===== src/rtl/scaled_frame_reader.sv =====
// Streams the downscaled RGB888 frame buffer out as 8-bit luma in raster order,
// with SOF/EOF and (x,y) tags over a valid/ready handshake.
module scaled_frame_reader #(
    parameter int IMG_W  = 20,
    parameter int IMG_H  = 20,
    parameter int ADDR_W = 9
) (
    input  logic                     CLK,
    input  logic                     RESET,
    input  logic                     FRAME_DONE,
    output logic                     read,
    output logic [ADDR_W-1:0]        RD_ADDR,
    input  logic [7:0]               VGA_R_in,
    input  logic [7:0]               VGA_G_in,
    input  logic [7:0]               VGA_B_in,
    output logic [7:0]               PIX_GRAY,
    output logic [$clog2(IMG_W)-1:0] PIX_X,
    output logic [$clog2(IMG_H)-1:0] PIX_Y,
    output logic                     PIX_SOF,
    output logic                     PIX_EOF,
    output logic                     PIX_VALID,
    input  logic                     PIX_READY,
    output logic                     BUSY,
    output logic                     OVERRUN
);

    localparam int X_W = $clog2(IMG_W);
    localparam int Y_W = $clog2(IMG_H);
    localparam logic [X_W-1:0] X_LAST = X_W'(IMG_W - 1);
    localparam logic [Y_W-1:0] Y_LAST = Y_W'(IMG_H - 1);

    typedef enum logic [1:0] {IDLE, FETCH, SEND} state_t;

    state_t         state, state_next;
    logic [X_W-1:0] x;
    logic [Y_W-1:0] y;
    logic           pending;
    logic           xfer;
    logic           last_pix;
    logic           restart;
    logic [15:0]    luma_sum;

    assign xfer     = (state == SEND) && PIX_VALID && PIX_READY;
    assign last_pix = (x == X_LAST) && (y == Y_LAST);
    // A request arriving on the very last handshake restarts immediately, same as a queued one.
    assign restart  = pending || FRAME_DONE;

    // Weights sum to 256, so the top byte of the 16-bit sum is the luma.
    assign luma_sum = 16'd77 * {8'd0, VGA_R_in}
                    + 16'd150 * {8'd0, VGA_G_in}
                    + 16'd29 * {8'd0, VGA_B_in};

    always_comb begin
        state_next = state;
        read       = 1'b0;
        case (state)
            IDLE: begin
                if (FRAME_DONE || pending)
                    state_next = FETCH;
            end
            FETCH: begin
                read       = 1'b1;
                state_next = SEND;
            end
            SEND: begin
                if (xfer) begin
                    if (!last_pix || restart)
                        state_next = FETCH;
                    else
                        state_next = IDLE;
                end
            end
            default: state_next = IDLE;
        endcase
    end

    always_ff @(posedge CLK) begin
        if (RESET) begin
            state     <= IDLE;
            RD_ADDR   <= '0;
            x         <= '0;
            y         <= '0;
            pending   <= 1'b0;
            BUSY      <= 1'b0;
            OVERRUN   <= 1'b0;
            PIX_GRAY  <= '0;
            PIX_X     <= '0;
            PIX_Y     <= '0;
            PIX_SOF   <= 1'b0;
            PIX_EOF   <= 1'b0;
            PIX_VALID <= 1'b0;
        end else begin
            state <= state_next;

            // Requests arriving during a readout queue one frame deep; any beyond that are lost.
            if (FRAME_DONE && state != IDLE && !(xfer && last_pix)) begin
                if (pending)
                    OVERRUN <= 1'b1;
                else
                    pending <= 1'b1;
            end

            case (state)
                IDLE: begin
                    if (FRAME_DONE || pending) begin
                        RD_ADDR <= '0;
                        x       <= '0;
                        y       <= '0;
                        BUSY    <= 1'b1;
                        pending <= 1'b0;
                    end
                end
                FETCH: begin
                    PIX_GRAY  <= 8'(luma_sum >> 8);
                    PIX_X     <= x;
                    PIX_Y     <= y;
                    PIX_SOF   <= (x == '0) && (y == '0);
                    PIX_EOF   <= last_pix;
                    PIX_VALID <= 1'b1;
                end
                SEND: begin
                    if (xfer) begin
                        PIX_VALID <= 1'b0;
                        if (!last_pix) begin
                            RD_ADDR <= RD_ADDR + 1'b1;
                            if (x == X_LAST) begin
                                x <= '0;
                                y <= y + 1'b1;
                            end else begin
                                x <= x + 1'b1;
                            end
                        end else if (restart) begin
                            RD_ADDR <= '0;
                            x       <= '0;
                            y       <= '0;
                            pending <= pending && FRAME_DONE;
                        end else begin
                            BUSY <= 1'b0;
                        end
                    end
                end
                default: ;
            endcase
        end
    end

endmodule


===== config.mk =====
export PLATFORM = sky130hd
export DESIGN_NAME = scaled_frame_reader
export DESIGN_NICKNAME = d
export VERILOG_FILES = /design/src/rtl/scaled_frame_reader.sv
export SDC_FILE = /design/constraint.sdc
export NUM_CORES = 1
export LEC_CHECK = 0
export CORE_UTILIZATION = 59
export CTS_BUF_LIST = sky130_fd_sc_hd__clkbuf_4 sky130_fd_sc_hd__clkbuf_8
export CTS_CLUSTER_DIAMETER = 80
export DETAILED_ROUTE_END_ITERATION = 8
export PLACE_DENSITY_LB_ADDON = 0.08
export SYNTH_ARGS = -nofsm -noshare
export SYNTH_HDL_FRONTEND = slang
export SYNTH_SLANG_ARGS = --single-unit

===== constraint.sdc =====
create_clock -name CLK -period 6.8 [get_ports CLK]
set_input_delay 0.68 -clock CLK [delete_from_list [all_inputs] [get_ports CLK]]
set_output_delay 0.68 -clock CLK [all_outputs]
set_load 0.01 [all_outputs]

# == Word-level counts from Yosys, hierarchy flattened ==
# Index checks and enable logic that the tools add are counted.
# word_totals
regBits,45
inputBits,28
out_inout_bits,33
word_cells,86
# op_classes
addsub,5
multipliers,3
eq_ne,9
muxes,32
reduce_logical,24
# ops
cell,n
$mux W5,8
$mul A7 B8 Y15 const A,2
$mux W9,3
$pmux W5 S2,2
$pmux W9 S2,1
$add A15 B16 Y16,1
$add A16 B13 Y16,1
$mul A5 B8 Y13 const A,1
$mux W1,12
$add A5 B1 Y5 const B,2
$eq A5 B5 Y1 const B,2
$logic_not A5 Y1,2
$add A9 B1 Y9 const B,1
$logic_and A1 B1 Y1,8
$ne A2 B2 Y1 const B,4
$reduce_and A2 Y1,4
$pmux W1 S2,3
$pmux W2 S3,1
$reduce_bool A2 Y1,3
$reduce_and A5 Y1,1
$mux W2,2
$ne A3 B2 Y1 const B,1
$reduce_and A3 Y1,1
$eq A2 B1 Y1 const B,1
4 further kinds,6

# == Logic depth before layout (Yosys ltp) ==
# logic_depth
depth_word,11
ltp_mapped,24
mapped_depth_nobuf,24

# == Worst setup path before layout ==
# No wires, ideal clock.
# synth_timing
kind,in2reg
from,in VGA_G_in[4]
to,reg PIX_GRAY[7]
setup_ns,0.117
t_arrival_ns,6.184
required_time_ns,6.683
path_slack_ns,0.499
cell_stages,21
n_path_buf,0
path_cell_list,ha_1 > ha_1 > inv_1 > fa_1 > fa_1 > inv_1 > ha_1 > xnor2_1 > fa_1 > fa_1 > inv_1 > fa_1 > fa_1 > inv_1 > ha_1 > a211oi_1 > nand3_1 > o211ai_1 > o21ai_0 > a21o_1 > a32o_1
# synth_between
elab_chain_len,3
# synth_rtl
item,line_no,text
"start, declared",14,"input logic [7:0] VGA_G_in,"
$mul A7 B8 Y15,50,"+ 16'd150 * {8'd0, VGA_G_in}"
$add A15 B16 Y16,50,
$add A16 B13 Y16,51,"+ 16'd29 * {8'd0, VGA_B_in};"
"end signal, assigned",114,PIX_GRAY <= 8'(luma_sum >> 8);
"end, declared",16,"output logic [7:0] PIX_GRAY,"
# Every way passes these cells.
# A chain may end at the register's enable or synchronous reset.

# == Worst setup path after layout ==
# layout_timing
from,in VGA_G_in[3]
to,reg PIX_GRAY[3]
# The elaborated chain is that of the path after synthesis.

==> flow_metrics.env <==
export IMPL_synth_top_area_share_pct=21.86
export IMPL_cpPeakStageDelay_ns=0.51
export IMPL_total_power_mw=2.915
export IMPL_finalCoreUtilization_pct=73.25
export IMPL_design_core_area_mm2=0.008299
export IMPL_synthTopCellsByArea="ha_1, fa_1, dfxtp_1"
export IMPL_seq_area_frac_synth_pct=17.68
export IMPL_crit_family="adder cells"
export IMPL_drc_errors=0
export IMPL_synth_avg_cell_area_um2=8.876
export IMPL_cts_buffers=5
export IMPL_vias_per_cell=5.563
export IMPL_die_w_um=94.93
export IMPL_clock_path_buffers=2
export IMPL_synth_edf_count=0
export IMPL_maxCapViolations=0
export IMPL_power_density_mw_per_mm2=479.4
export IMPL_fp_dieH_um=94.93
export IMPL_gp_congestion=0.8145
export IMPL_final_cells=753
export IMPL_ant_nets=0
export IMPL_cp_buffers_inverters=6
export IMPL_drt_wl_total_mm=11.05
export IMPL_hold_path_class="reg -> reg"
export IMPL_num_vias=4189
export IMPL_worst_pin_slew_ns=0.8281
export IMPL_drive_above_1_share_pct=6.636
export IMPL_dieArea_mm2=0.009011
export IMPL_async_flop_share_pct=0
export IMPL_setup_viol=0
export IMPL_grt_usage_pct=26.15
export IMPL_layout_commonest_cell="inv_1"
export IMPL_max_freq_ghz=0.1503
export IMPL_synth_warnings=0
export IMPL_hold_viol=0
export IMPL_area_growth_pct=19.33
export IMPL_netlist_area_mm2=0.005095
export IMPL_antenna_found_initial=0
export IMPL_synth_nets=746
export IMPL_rows=33
export IMPL_first_pass_iters=4
export IMPL_syn_inst=574
export IMPL_status="finished, final reports clean"
export IMPL_ys_flop_type="dfxtp_1"
export IMPL_hpwlAfterDp_mm=8.992
export IMPL_wl_per_cell_um=14.68
export IMPL_endpoint_kind="flip-flop"
export IMPL_crit_slowest_cell="fa_1"
export IMPL_clock_sinks=45
export IMPL_diodes=0
export IMPL_reg2reg_from="state[1]"
export IMPL_power_leakage_nw=2.824
export IMPL_dp_cells=743
export IMPL_ys_ff_latch=45
export IMPL_cts_max_level=2
export IMPL_first_global_vias=4164
export IMPL_cp_max_fo=5
export IMPL_grt_max_degree=47
export IMPL_hold_slack_ns=0.4567
export IMPL_holdCritStartpoint="PIX_X[4]"
export IMPL_slew_headroom_pct=44.79
export IMPL_final_cell_mix="inv_1, ha_1, clkdlybuf4s50_1"
export IMPL_overflow=0
export IMPL_final_setup_skew_ns=0.01349
export IMPL_layout_nets=819
export IMPL_yosysUniqueCellTypes=53
export IMPL_tns_ns=0
export IMPL_critical_path_arrival_ns=6.90
export IMPL_synth_top_cell_by_area="ha_1"
export IMPL_cts_root_buf="clkbuf_8"
export IMPL_path_clk_slew_ns=0.08
export IMPL_start_kind="input port"
export IMPL_ir_worst_vdd_v=0.0004165
export IMPL_cts_tree="yes"
export IMPL_drtIter0Drc=120
export IMPL_critPathRequiredTime_ns=7.05
export IMPL_startpoint="VGA_G_in[3]"
export IMPL_cts_hold_buf=0
export IMPL_maxSlewViolCount=0
export IMPL_ios=61
export IMPL_clk_latency_ns=0.31
export IMPL_start_util_pct=61.39
export IMPL_worstSetupPathType="in -> reg"
export IMPL_crit_path_frequent_cell="fa_1"
export IMPL_grt_pass1_wl_mm=18.37
export IMPL_port_buffers=60
export IMPL_final_min_clock_period_ns=6.653
export IMPL_period_share_pct=97.83
[per-layer routing]
layer | vias up | track usage, % | part of all wire [%]
li1 | 2074 | - | -
met3 | 15 | 3.301 | 2.9
met5 | - | 0 | 0
met4 | 0 | 5.556 | 1.4
met1 | 2019 | 33.79 | 45
met2 | 81 | 46.58 | 51
[where the power goes]
part | switching (mW) | internal, mW | total, mW
Sequential | 0.0125 | 0.280 | 0.293
Combinational | 1.30 | 1.15 | 2.45
Clock | 0.0980 | 0.0730 | 0.171
[cells in the mapped netlist (8+ instances only)]
| cell type | instances |
|---|---|
| a21o_1 | 8 |
| a21oi_1 | 44 |
| clkbuf_1 | 11 |
| dfxtp_1 | 45 |
| fa_1 | 55 |
| ha_1 | 89 |
| inv_1 | 99 |
| nand2_1 | 44 |
| nand3_1 | 12 |
| nor2_1 | 38 |
| nor3_1 | 12 |
| o21ai_0 | 18 |
[worst paths after layout]
check | end | cells past startpoint | slack, ns
max | PIX_GRAY[3] | 25 | 0.15
min | PIX_X[4] | 2 | 0.46
max reg2reg | PIX_GRAY[0] | 5 | 4.09
min reg2reg | PIX_X[4] | 2 | 0.46
[state kept, by name (all words and copies together), names as in the netlist]
signal / cells
PIX_SOF: 1
PIX_VALID: 1
BUSY: 1
y: 5
x: 5
pending: 1
PIX_GRAY: 8
PIX_EOF: 1
state: 2
RD_ADDR: 9
OVERRUN: 1
PIX_X: 5
PIX_Y: 5
[worst min-delay path, cell delays in order, from the launching register on]
cell and delay [ns]:
dfxtp_1 0.31, nand2_1 0.05, a21oi_1 0.05
[repair_timing]
item / CTS / global route
endpoints found under the hold margin: 0 / 0
endpoints found under the setup margin: 5 / 5
resized for setup: 2 / 11
pin swaps: 2 / 18
buffers inserted: 1 / 1
[through the flow]
stage,instance area [um2],setup slack (ns)
floorplan,5095,0.4990
global placement,5898,-0.2881
detailed placement,5898,-0.5328
CTS,6008,0.01186
global route,6080,-0.05644
finish,6080,0.1474
[kinds of logic (layout without fill, tap and decap cells)]
group                      after synthesis  count (layout)  synth area share [%]
and+or+nand+nor                        146             146                 14.00
DFF                                     45              45                 17.68
muxes                                    1               1                0.1965
xor gates and xnor gates                13              13                 2.235
adders and majority gates              144             144                 43.47
AOI/OAI and AO/OA                      113             113                 14.10
buffers and inverters                  112             186                 8.325
[layout make-up]
cell class | count | area, um2
Clock inverter | 3 | 21.27
Clock buffer | 5 | 68.82
Tap cell | 105 | 131.4
Inverter | 100 | 375.4
Sequential cell | 45 | 900.9
Multi-Input combinational cell | 417 | 3841
Timing Repair Buffer | 78 | 740.7
Fill cell | 650 | 2220
Note: power is estimated with default switching activity, not from simulation.
